$ cat config.mk
export PLATFORM = sky130hd
export DESIGN_NAME = avalon_multich_accum_slave
export DESIGN_NICKNAME = d
export VERILOG_FILES = /design/src/rtl/avalon_multich_accum_slave.sv
export SDC_FILE = /design/constraint.sdc
export NUM_CORES = 1
export LEC_CHECK = 0
export BUFFER_PORTS_ARGS = -buffer_cell sky130_fd_sc_hd__buf_2
export CELL_PAD_IN_SITES_DETAIL_PLACEMENT = 2
export CELL_PAD_IN_SITES_GLOBAL_PLACEMENT = 2
export CORE_MARGIN = 2
export CORE_UTILIZATION = 31
export CTS_BUF_LIST = sky130_fd_sc_hd__clkbuf_4 sky130_fd_sc_hd__clkbuf_8
export CTS_CLUSTER_SIZE = 14
export DETAILED_ROUTE_END_ITERATION = 10
export HOLD_SLACK_MARGIN = 0.08
export PLACE_DENSITY_LB_ADDON = 0.1
export SLEW_MARGIN = 25
export SYNTH_ARGS = -nofsm -noshare
export SYNTH_HDL_FRONTEND = slang
export SYNTH_SLANG_ARGS = --single-unit
export TNS_END_PERCENT = 30
$ cat constraint.sdc
create_clock -name clk -period 6.46 [get_ports clk]
set_input_delay 0.646 -clock clk [delete_from_list [all_inputs] [get_ports clk]]
set_output_delay 0.646 -clock clk [all_outputs]
set_load 0.02 [all_outputs]
$ cat src/rtl/avalon_multich_accum_slave.sv
// Avalon-MM slave feeding a pipelined function unit from a channel-tagged sample FIFO and
// accumulating returned results per channel; ACC accesses stall until that channel drains.
module avalon_multich_accum_slave #(
    parameter int unsigned NUM_CH       = 4,
    parameter int unsigned FIFO_DEPTH   = 8,
    parameter int unsigned ACC_W        = 48,
    parameter int unsigned MAX_INFLIGHT = 16,
    parameter int unsigned CH_W         = (NUM_CH > 1) ? $clog2(NUM_CH) : 1
) (
    input  logic            clk,
    input  logic            reset_n,
    input  logic [CH_W+1:0] address,
    input  logic            write,
    input  logic [31:0]     writedata,
    input  logic            read,
    output logic [31:0]     readdata,
    output logic            waitrequest,
    output logic            fu_in_valid,
    input  logic            fu_in_ready,
    output logic [31:0]     fu_in_data,
    output logic [CH_W-1:0] fu_in_ch,
    input  logic            fu_out_valid,
    input  logic [31:0]     fu_out_data,
    input  logic [CH_W-1:0] fu_out_ch
);

    localparam int unsigned PTR_W  = (FIFO_DEPTH > 1) ? $clog2(FIFO_DEPTH) : 1;
    localparam int unsigned OCC_W  = $clog2(FIFO_DEPTH + 1);
    localparam int unsigned INF_W  = $clog2(MAX_INFLIGHT + 1);
    localparam int unsigned PEND_W = $clog2(FIFO_DEPTH + MAX_INFLIGHT + 1);

    typedef enum logic [1:0] {
        RegSample = 2'd0,
        RegAcc    = 2'd1,
        RegStatus = 2'd2,
        RegRsvd   = 2'd3
    } reg_e;

    logic [31:0]       fifo_data_q [FIFO_DEPTH];
    logic [CH_W-1:0]   fifo_ch_q   [FIFO_DEPTH];
    logic [PTR_W-1:0]  wr_ptr_q, wr_ptr_d, rd_ptr_q, rd_ptr_d;
    logic [OCC_W-1:0]  occ_q, occ_d;
    logic [INF_W-1:0]  inflight_q, inflight_d;
    logic [PEND_W-1:0] pending_q [NUM_CH];
    logic [PEND_W-1:0] pending_d [NUM_CH];
    logic [ACC_W-1:0]  acc_q [NUM_CH];
    logic [ACC_W-1:0]  acc_d [NUM_CH];
    logic [NUM_CH-1:0] ovf_q, ovf_d;

    reg_e             reg_sel;
    logic [CH_W-1:0]  ch, ret_ch;
    logic             fifo_empty, fifo_full, pop, push;
    logic             sample_wr, acc_wr, rd_en, acc_rd, ch_busy;
    logic [PEND_W-1:0] sel_pending;
    logic [ACC_W-1:0] sel_acc, out_sext, wr_sext;
    logic             sat_pos, sat_neg;
    logic [31:0]      acc_rd_val, status;

    // Mask tags so a channel index can never point past the last accumulator.
    assign ch      = address[CH_W+1:2] & CH_W'(NUM_CH - 1);
    assign ret_ch  = fu_out_ch & CH_W'(NUM_CH - 1);
    assign reg_sel = reg_e'(address[1:0]);

    assign fifo_empty = (occ_q == '0);
    assign fifo_full  = (occ_q == OCC_W'(FIFO_DEPTH));

    assign fu_in_valid = !fifo_empty && (inflight_q < INF_W'(MAX_INFLIGHT));
    assign fu_in_data  = fifo_data_q[rd_ptr_q];
    assign fu_in_ch    = fifo_ch_q[rd_ptr_q];
    assign pop         = fu_in_valid && fu_in_ready;

    assign sel_pending = pending_q[ch];
    assign ch_busy     = (sel_pending != '0);
    assign sel_acc     = acc_q[ch];

    // A full FIFO still accepts a sample when the head leaves in the same cycle.
    assign sample_wr = write && (reg_sel == RegSample);
    assign push      = sample_wr && (!fifo_full || pop);
    assign acc_wr    = write && (reg_sel == RegAcc) && !ch_busy;
    assign rd_en     = read && !write;
    assign acc_rd    = rd_en && (reg_sel == RegAcc) && !ch_busy;

    assign waitrequest = (sample_wr && !push)
                       || (write && (reg_sel == RegAcc) && ch_busy)
                       || (rd_en && (reg_sel == RegAcc) && ch_busy);

    assign out_sext = {{(ACC_W - 32){fu_out_data[31]}}, fu_out_data};
    assign wr_sext  = {{(ACC_W - 32){writedata[31]}}, writedata};

    assign sat_pos    = !sel_acc[ACC_W-1] && (|sel_acc[ACC_W-2:31]);
    assign sat_neg    = sel_acc[ACC_W-1] && !(&sel_acc[ACC_W-2:31]);
    assign acc_rd_val = sat_pos ? 32'h7FFF_FFFF : (sat_neg ? 32'h8000_0000 : sel_acc[31:0]);

    always_comb begin
        status        = '0;
        status[0]     = fifo_empty;
        status[1]     = fifo_full;
        status[2]     = ovf_q[ch];
        status[3]     = !ch_busy;
        status[15:8]  = 8'(occ_q);
        status[23:16] = 8'(sel_pending);
    end

    always_comb begin
        readdata = '0;
        if (rd_en) begin
            case (reg_sel)
                RegAcc:    if (!ch_busy) readdata = acc_rd_val;
                RegStatus: readdata = status;
                default:   readdata = '0;
            endcase
        end
    end

    always_comb begin
        wr_ptr_d = wr_ptr_q + PTR_W'(push);
        rd_ptr_d = rd_ptr_q + PTR_W'(pop);

        occ_d = occ_q;
        if (push && !pop) begin
            occ_d = occ_q + OCC_W'(1);
        end else if (pop && !push) begin
            occ_d = occ_q - OCC_W'(1);
        end

        // Stray results must not wrap the counter below zero.
        inflight_d = inflight_q;
        if (pop && !fu_out_valid) begin
            inflight_d = inflight_q + INF_W'(1);
        end else if (fu_out_valid && !pop && (inflight_q != '0)) begin
            inflight_d = inflight_q - INF_W'(1);
        end
    end

    always_comb begin
        ovf_d = ovf_q;
        for (int unsigned c = 0; c < NUM_CH; c++) begin
            pending_d[c] = pending_q[c];
            acc_d[c]     = acc_q[c];

            if (push && (ch == CH_W'(c)) && !(fu_out_valid && (ret_ch == CH_W'(c)))) begin
                pending_d[c] = pending_q[c] + PEND_W'(1);
            end else if (fu_out_valid && (ret_ch == CH_W'(c))
                         && !(push && (ch == CH_W'(c))) && (pending_q[c] != '0)) begin
                pending_d[c] = pending_q[c] - PEND_W'(1);
            end

            if (fu_out_valid && (ret_ch == CH_W'(c))) begin
                acc_d[c] = acc_q[c] + out_sext;
            end

            if (acc_wr && (ch == CH_W'(c))) begin
                acc_d[c] = wr_sext;
                ovf_d[c] = 1'b0;
            end else if (acc_rd && (ch == CH_W'(c)) && (sat_pos || sat_neg)) begin
                ovf_d[c] = 1'b1;
            end
        end
    end

    always_ff @(posedge clk or negedge reset_n) begin
        if (!reset_n) begin
            wr_ptr_q   <= '0;
            rd_ptr_q   <= '0;
            occ_q      <= '0;
            inflight_q <= '0;
            ovf_q      <= '0;
            for (int unsigned c = 0; c < NUM_CH; c++) begin
                pending_q[c] <= '0;
                acc_q[c]     <= '0;
            end
        end else begin
            wr_ptr_q   <= wr_ptr_d;
            rd_ptr_q   <= rd_ptr_d;
            occ_q      <= occ_d;
            inflight_q <= inflight_d;
            ovf_q      <= ovf_d;
            for (int unsigned c = 0; c < NUM_CH; c++) begin
                pending_q[c] <= pending_d[c];
                acc_q[c]     <= acc_d[c];
            end
        end
    end

    // Sample storage needs no reset; occupancy alone defines validity.
    always_ff @(posedge clk) begin
        if (push) begin
            fifo_data_q[wr_ptr_q] <= writedata;
            fifo_ch_q[wr_ptr_q]   <= ch;
        end
    end

endmodule

==> results of run 1 <==
[state kept, by name, summed over array words and instances, names as in the netlist]
register / count
fifo_data_q: 256
rd_ptr_q: 3
inflight_q: 5
pending_q: 20
ovf_q: 4
fifo_ch_q: 16
occ_q: 4
wr_ptr_q: 3
acc_q: 192
[metrics by stage]
step | hold slack, ns | power (uW)
3_3_place_gp | 0.474 | 14600
2_1_floorplan | 0.350 | 11800
3_5_place_dp | 0.488 | 15000
4_1_cts | 0.178 | 18700
6_report | 0.266 | 18500
5_1_grt | 0.244 | 19900
[final cells by class]
cell class                      instances  area (um^2)  area share
Clock inverter                         59          568      0.0152
Sequential cell                       503        14000       0.373
Inverter                               64          240     0.00642
Tap cell                             1391         1740      0.0465
Clock buffer                          124         1590      0.0426
Timing Repair Buffer                  184         1060      0.0282
Antenna cell                            2         5.00    0.000134
Multi-Input combinational cell       2529        18300       0.488
[repair_timing]
item | 4_1_cts | 5_1_grt
buffers inserted | 0 | 0
hold buffers | 1 | 0
endpoints found under the hold margin | 74 | 0
resized for setup | 0 | 0
[synthesized netlist by cell type (7+ instances only)]
| library cell | instances | area share |
|---|---|---|
| a21oi_1 | 406 | 0.061 |
| nand2_1 | 335 | 0.038 |
| nor2_1 | 283 | 0.032 |
| edfxtp_1 | 272 | 0.25 |
| dfrtp_1 | 231 | 0.17 |
| o21ai_0 | 229 | 0.035 |
| ha_1 | 213 | 0.081 |
| clkbuf_1 | 128 | 0.015 |
| mux4_2 | 122 | 0.083 |
| a21o_1 | 113 | 0.026 |
| xnor2_1 | 109 | 0.029 |
| xor2_1 | 80 | 0.021 |
| inv_1 | 63 | 0.0072 |
| a31oi_1 | 62 | 0.012 |
| nand4_1 | 52 | 0.0098 |
| nor3_1 | 51 | 0.0077 |
| mux2_2 | 43 | 0.015 |
| nand3_1 | 43 | 0.0065 |
| and3_1 | 31 | 0.0059 |
| buf_2 | 31 | 0.0047 |
| nor2b_1 | 31 | 0.0059 |
| a211oi_1 | 29 | 0.0066 |
| nand2b_1 | 29 | 0.0055 |
| o21bai_1 | 27 | 0.0061 |
| o31ai_1 | 20 | 0.0045 |
| o21a_1 | 18 | 0.0041 |
| or3_1 | 15 | 0.0028 |
| or2_2 | 12 | 0.0023 |
| nor4_1 | 11 | 0.0021 |
| a21boi_0 | 10 | 0.0023 |
| a41oi_1 | 10 | 0.0027 |
| and2_1 | 10 | 0.0019 |
| fa_1 | 10 | 0.0061 |
| or4_1 | 9 | 0.0020 |
| a221o_1 | 8 | 0.0024 |
| buf_1 | 8 | 0.00091 |
| o211ai_1 | 8 | 0.0018 |
| a211o_1 | 7 | 0.0019 |
[power by group through the flow]
stage                     Clock [uW]  Combinational [uW]  Sequential (uW)
after global routing            3840               10600             5420
after CTS                       3720                9680             5290
final                           3600                9640             5300
after global placement             0                9330             5300
after detailed placement           0                9610             5350
after floorplan                    0                7120             4660
[kinds of logic (layout without fill, tap and decap cells)]
kind of cell	after synthesis	in the layout	share of synthesized area
mux	171	171	0.0996
simple gates	934	934	0.128
other cells	0	2	0
xor+xnor	189	189	0.0501
flops	503	503	0.422
compound gates	1012	1012	0.184
buf+inv	236	431	0.0287
fa+ha+maj	223	223	0.0867
[worst reg2reg max path, cell delays in order (launching register included)]
cell      delay (ns)
dfrtp_1         0.39
ha_1            0.21
inv_1           0.07
fa_1            0.38
nor2b_1         0.18
o21ai_0         0.14
a21boi_0        0.30
o21ai_0         0.18
nor4bb_1        0.21
nor3_1          0.65
o21bai_1        0.19
o31ai_1         0.45
a221oi_1        0.17
or4_1           0.42
nand3_1         0.08
[worst max-delay path by stage]
stage	startpoint	to	cells after the start
2_1_floorplan	occ_q[0]	fifo_ch_q[0][0]	6
3_3_place_gp	fu_out_data[1]	acc_q[142]	14
3_5_place_dp	address[2]	acc_q[45]	10
4_1_cts	pending_q[5]	readdata[2]	7
5_1_grt	address[2]	readdata[8]	8
6_report	address[3]	readdata[9]	8
[routing by layer]
layer,global-route usage,vias to the layer above
met5,0,-
met4,0.0603,0
li1,-,12400
met2,0.397,518
met1,0.343,14300
met3,0.0307,141
==> impl_metrics.tcl, run 1 <==
set metrics [dict create \
    status "complete, no violations" \
    maxUsedRoutingLayer "met4" \
    wl_met3_um 5330 \
    crit_slowest_cell "nand2_1" \
    start_util 0.313 \
    setup_slack_ns 1.95 \
    fin_crit_sh 0.698 \
    async_flop_share 0.459 \
    min_path_type "input port to register" \
    clk_pin_slew_ns 0.07 \
    wl_per_cell_um 27.3 \
    seqPwrFrac 0.286 \
    cts_max_path_buffers 3 \
    switching_share 0.450 \
    gp_congestion 0.883 \
    r2r-start "acc_q[144]" \
    powerDensity_mw_per_mm2 495 \
    synthCells 3268 \
    cts_tree "built" \
    die_y_um 330 \
    wl_um 133000 \
    yosys_warnings 0 \
    overflow 0 \
    ys_ff_latch 503 \
    crit_chain "buf_4 -> mux4_2 -> nand4_1 -> or4_1 -> nand2_1 -> a21oi_1 -> o21ai_0 -> buf_2" \
    hold_depth 3 \
    finalCoreUtilization 0.355 \
    gr-usage-all-layers 0.244 \
    tightest_slew_ns 0.922 \
    synth_edf_count 272 \
    ir_worst_vdd_mv 0.172 \
    leakage_uw 0.0148 \
    final_common_cell "a21oi_1" \
    min_period_ns 4.51 \
    clock-sinks 503 \
    fp.dieArea_mm2 0.109 \
    start_kind "input port" \
    fp-row-count 119 \
    fp.dieW_um 330 \
    critical_path_buf_inv_count 2 \
    post-place-cells 4670 \
    final_cell_area_mm2 0.0374 \
    cp.arrival_ns 3.86 \
    cpLargestDelayFamily "simple AND/OR/NAND/NOR gates" \
    syn_nets 3567 \
    fin_cells 4856 \
    relSlewSlack 0.385 \
    min_to "acc_q[149]" \
    grt_pass1_vias 29700 \
    rsz0062_at_grt "false" \
    syn_avg_cell_area_um2 10.1 \
    io_pins 144 \
    p_clk_frac 0.194 \
    r2r_cells 14 \
    ant_nets 0 \
    p_comb_frac 0.520 \
    n_fill_cell 11300 \
    placed_cell_area_mm2 0.0352 \
    r2r-end "acc_q[188]" \
    vias 27400 \
    rrSetupSlack_ns 2.34 \
    ys_types 82 \
    grt_pass1_wl_um 199000 \
    synth_ff_type "edfxtp_1" \
    final_cell_mix "a21oi_1, nand2_1, nor2_1" \
    maxSlewViolCount 0 \
    dp_slack_ns 1.80 \
    port_buffers 143 \
    cts_root_buf "clkbuf_8" \
    nets 3678 \
    yosysSeqAreaShare 0.422 \
    drive_gt1_frac 0.167 \
    fin_tns_setup_ns 0 \
    drtIter0Drc 1560 \
    hp-start "writedata[5]" \
    via_per_inst 5.65 \
    maxCapViolations 0 \
    cts_buffers 97 \
    required_ns 5.81 \
    drc 0 \
    synth.cell_area_mm2 0.0330 \
    path_max_fanout 50 \
    finClkSkew_ns 0.0708 \
    wl_met2_um 61600 \
    area_delta_synth_final_pct 13.3 \
    m1WireLength_um 63200 \
    intPower_uw 10200 \
    crit_path_end_kind "output port" \
    setup-violations-final 0 \
    max_stage_delay_ns 0.58 \
    fmax_ghz 0.222 \
    crit_type "input port to output port" \
    finalHoldViolCount 0 \
    antenna_found_initial 6 \
    core_mm2 0.106 \
    place_hpwl_um 99100 \
    cts_htree_levels 3 \
    dr.pass1.iters 5 \
    grt_max_degree 95 \
    worst_skew_pair.late_latency_ns 0.80 \
    switching_power_uw 8340 \
]
Power figures use the tool's default switching activity.
==> run 2, diff against run 1 <==
Settings changed: ABC_AREA set to 1.
Clock period 6.46 ns to 3.7 ns, I/O delays scaled along.
==> impl_metrics.tcl, run 2 <==
set metrics [dict create \
    status "complete, no violations" \
    fmax_ghz 0.287 \
    cts_htree_levels 3 \
    ys_types 46 \
    ys_ff_latch 503 \
    leakage_uw 0.0218 \
    synth_compound_area_frac 0.101 \
    clk_pin_slew_ns 0.06 \
    cts_root_buf "clkbuf_8" \
    fin_tns_setup_ns 0 \
    synth_edf_count 272 \
    syn_avg_cell_area_um2 6.73 \
    netlist_top_cells_count "nand2_1, inv_1, nor2_1, nand3_1, edfxtp_1" \
    wl_um 200000 \
    min_path_type "input port to async pin" \
    synth-simple-area-share 0.331 \
    p_comb_frac 0.577 \
    setup_slack_ns 0.214 \
    min_period_ns 3.49 \
    grt_pass1_vias 42700 \
    rrSetupSlack_ns 0.56 \
    final_cell_mix "nand2_1, inv_1, nor2_1" \
    clock-sinks 503 \
    crit_type "register to output port" \
    area_delta_synth_final_pct 15.3 \
    gp_congestion 0.924 \
    drtIter0Drc 2520 \
    setup-violations-final 0 \
    finalHoldViolCount 0 \
    synth.top_cell.area_share 0.212 \
    power_uw 37700 \
    yosys-top-cells-area "edfxtp_1, nand2_1, dfrtp_1" \
    die_y_um 357 \
    fin_crit_sh 0.942 \
    synth_top_family_by_area "simple AND/OR/NAND/NOR gates" \
    synthAdderAreaFrac 0.0743 \
    fp-row-count 129 \
    p_clk_frac 0.175 \
    intPower_uw 17600 \
    io_pins 144 \
    yosysMostFrequentCell "nand2_1" \
    tightest_slew_ns 0.882 \
    yosys_warnings 0 \
    switching_share 0.532 \
    ir_worst_vdd_mv 0.480 \
    synth_xor_area_frac 0.0316 \
    largest_reg_flops 256 \
    start_util 0.312 \
    grt_max_degree 86 \
    cp.arrival_ns 3.12 \
    ant_nets 0 \
    syn_nets 6029 \
    nets 6274 \
    synthCells 5730 \
    overflow 0 \
    seqPwrFrac 0.248 \
    cts_max_path_buffers 3 \
    finClkSkew_ns 0.0705 \
    rsz0062_at_grt "false" \
    relSlewSlack 0.412 \
    maxCapViolations 0 \
    largestRegisters "fifo_data_q: 256 flops, acc_q: 192 flops, pending_q: 20 flops" \
    place_hpwl_um 160000 \
    yosysTopAreaCell "edfxtp_1" \
    dr.pass1.iters 5 \
    drc 0 \
    grt_pass1_wl_um 291000 \
    final_common_cell "nand2_1" \
    crit_path_end_kind "output port" \
    top_register "fifo_data_q" \
    cts_buffers 100 \
    antenna_found_initial 18 \
    gr-usage-all-layers 0.312 \
    fp.dieArea_mm2 0.127 \
    drive_gt1_frac 0.0808 \
    cts_tree "built" \
    powerDensity_mw_per_mm2 846 \
    synth.mux.area_fraction 0.000292 \
    fin_cells 7699 \
    path_max_fanout 37 \
    core_mm2 0.124 \
    synth.cell_area_mm2 0.0386 \
    async_flop_share 0.459 \
    fp.dieW_um 357 \
    via_per_inst 5.23 \
    switching_power_uw 20000 \
    required_ns 3.33 \
    n_fill_cell 15100 \
    yosysSeqAreaShare 0.362 \
    maxSlewViolCount 0 \
    wl_per_cell_um 26.0 \
    vias 40300 \
    postCtsSetupBuffers 0 \
    synth_ff_type "edfxtp_1" \
    post-place-cells 7472 \
    dp_slack_ns 0.276 \
    start_kind "register" \
    port_buffers 143 \
    worst_skew_pair.late_latency_ns 0.87 \
]
## run 2: cell types whose count changed in the layout (fill, tap and decap cells not counted), sizes merged, moves of 122 or more
cell / delta
a21oi: -188
nor2: +432
nand3: +237
nand2: +1724
inv: +806
mux4: -122
## run 2: area by class of cell
class	instances	area [um^2]	area share
multi-input cells	4227	20900	0.469
flip-flops and latches	503	14000	0.314
inverters	868	3260	0.0733
repair buffers	275	2080	0.0468
well taps	1637	2050	0.0460
clock buffers	148	1840	0.0414
clock inverters	34	399	0.00897
diodes	7	17.5	0.000394
## run 2: logic make-up (layout without fill, tap and decap cells)
logic type / count (synthesis) / in the layout
AND/OR/NAND/NOR: 3197 / 3197
other: 0 / 7
XOR/XNOR: 139 / 139
multiplexers: 1 / 1
flip-flops: 503 / 503
buffers and inverters: 1000 / 1325
AO/OA/AOI/OAI: 667 / 667
adder cells (fa/ha/maj): 223 / 223
## run 2: worst max-delay path: stages, from the launching register on
cell     delay (ns)
dfrtp_2        0.41
inv_2          0.60
o21ai_0        0.29
o22ai_1        0.26
nor2_1         0.11
a31oi_1        0.31
buf_2          0.24
## run 2: final timing paths
| check | from | to | depth (start not counted) |
|---|---|---|---|
| max | rd_ptr_q[1] | fu_in_data[17] | 6 |
| min | reset_n | inflight_q[2] | 2 |
| max reg2reg | occ_q[0] | pending_q[19] | 12 |
| min reg2reg | rd_ptr_q[2] | rd_ptr_q[2] | 1 |
| max in group asynchronous | reset_n | acc_q[76] | 3 |
| min in group clk | address[3] | fifo_ch_q[1][1] | 2 |
## run 2: per-stage QoR
step	util	cell area, um^2	hold WS (ns)
detailed placement	0.338	41800	0.452
global placement	0.338	41800	0.451
floorplan	-	38600	0.0744
CTS	0.359	44400	0.0899
finish	0.360	44500	0.128
global route	0.360	44500	0.133
## run 2: repair_timing
item / CTS / global route
setup endpoints to repair: 0 / 31
gates resized for setup: 0 / 16
endpoints found under the hold margin: 451 / 0
hold buffers: 38 / 0
## run 2: power by group through the flow
stage	Clock [uW]	Combinational, uW	Sequential, uW
after global routing	6920	24100	9410
final	6580	21700	9350
after detailed placement	0	21500	9380
after global placement	0	20900	9350
after floorplan	0	14000	8120
after CTS	6710	21700	9290
## run 2: per-layer routing
metal  global-route usage  vias to the layer above  share of wire
met5                    0                        -        0.00029
met4                0.131                       10          0.045
met3               0.0440                      313          0.049
met2                0.510                      922           0.45
met1                0.413                    20300           0.45
li1                     -                    18700              -
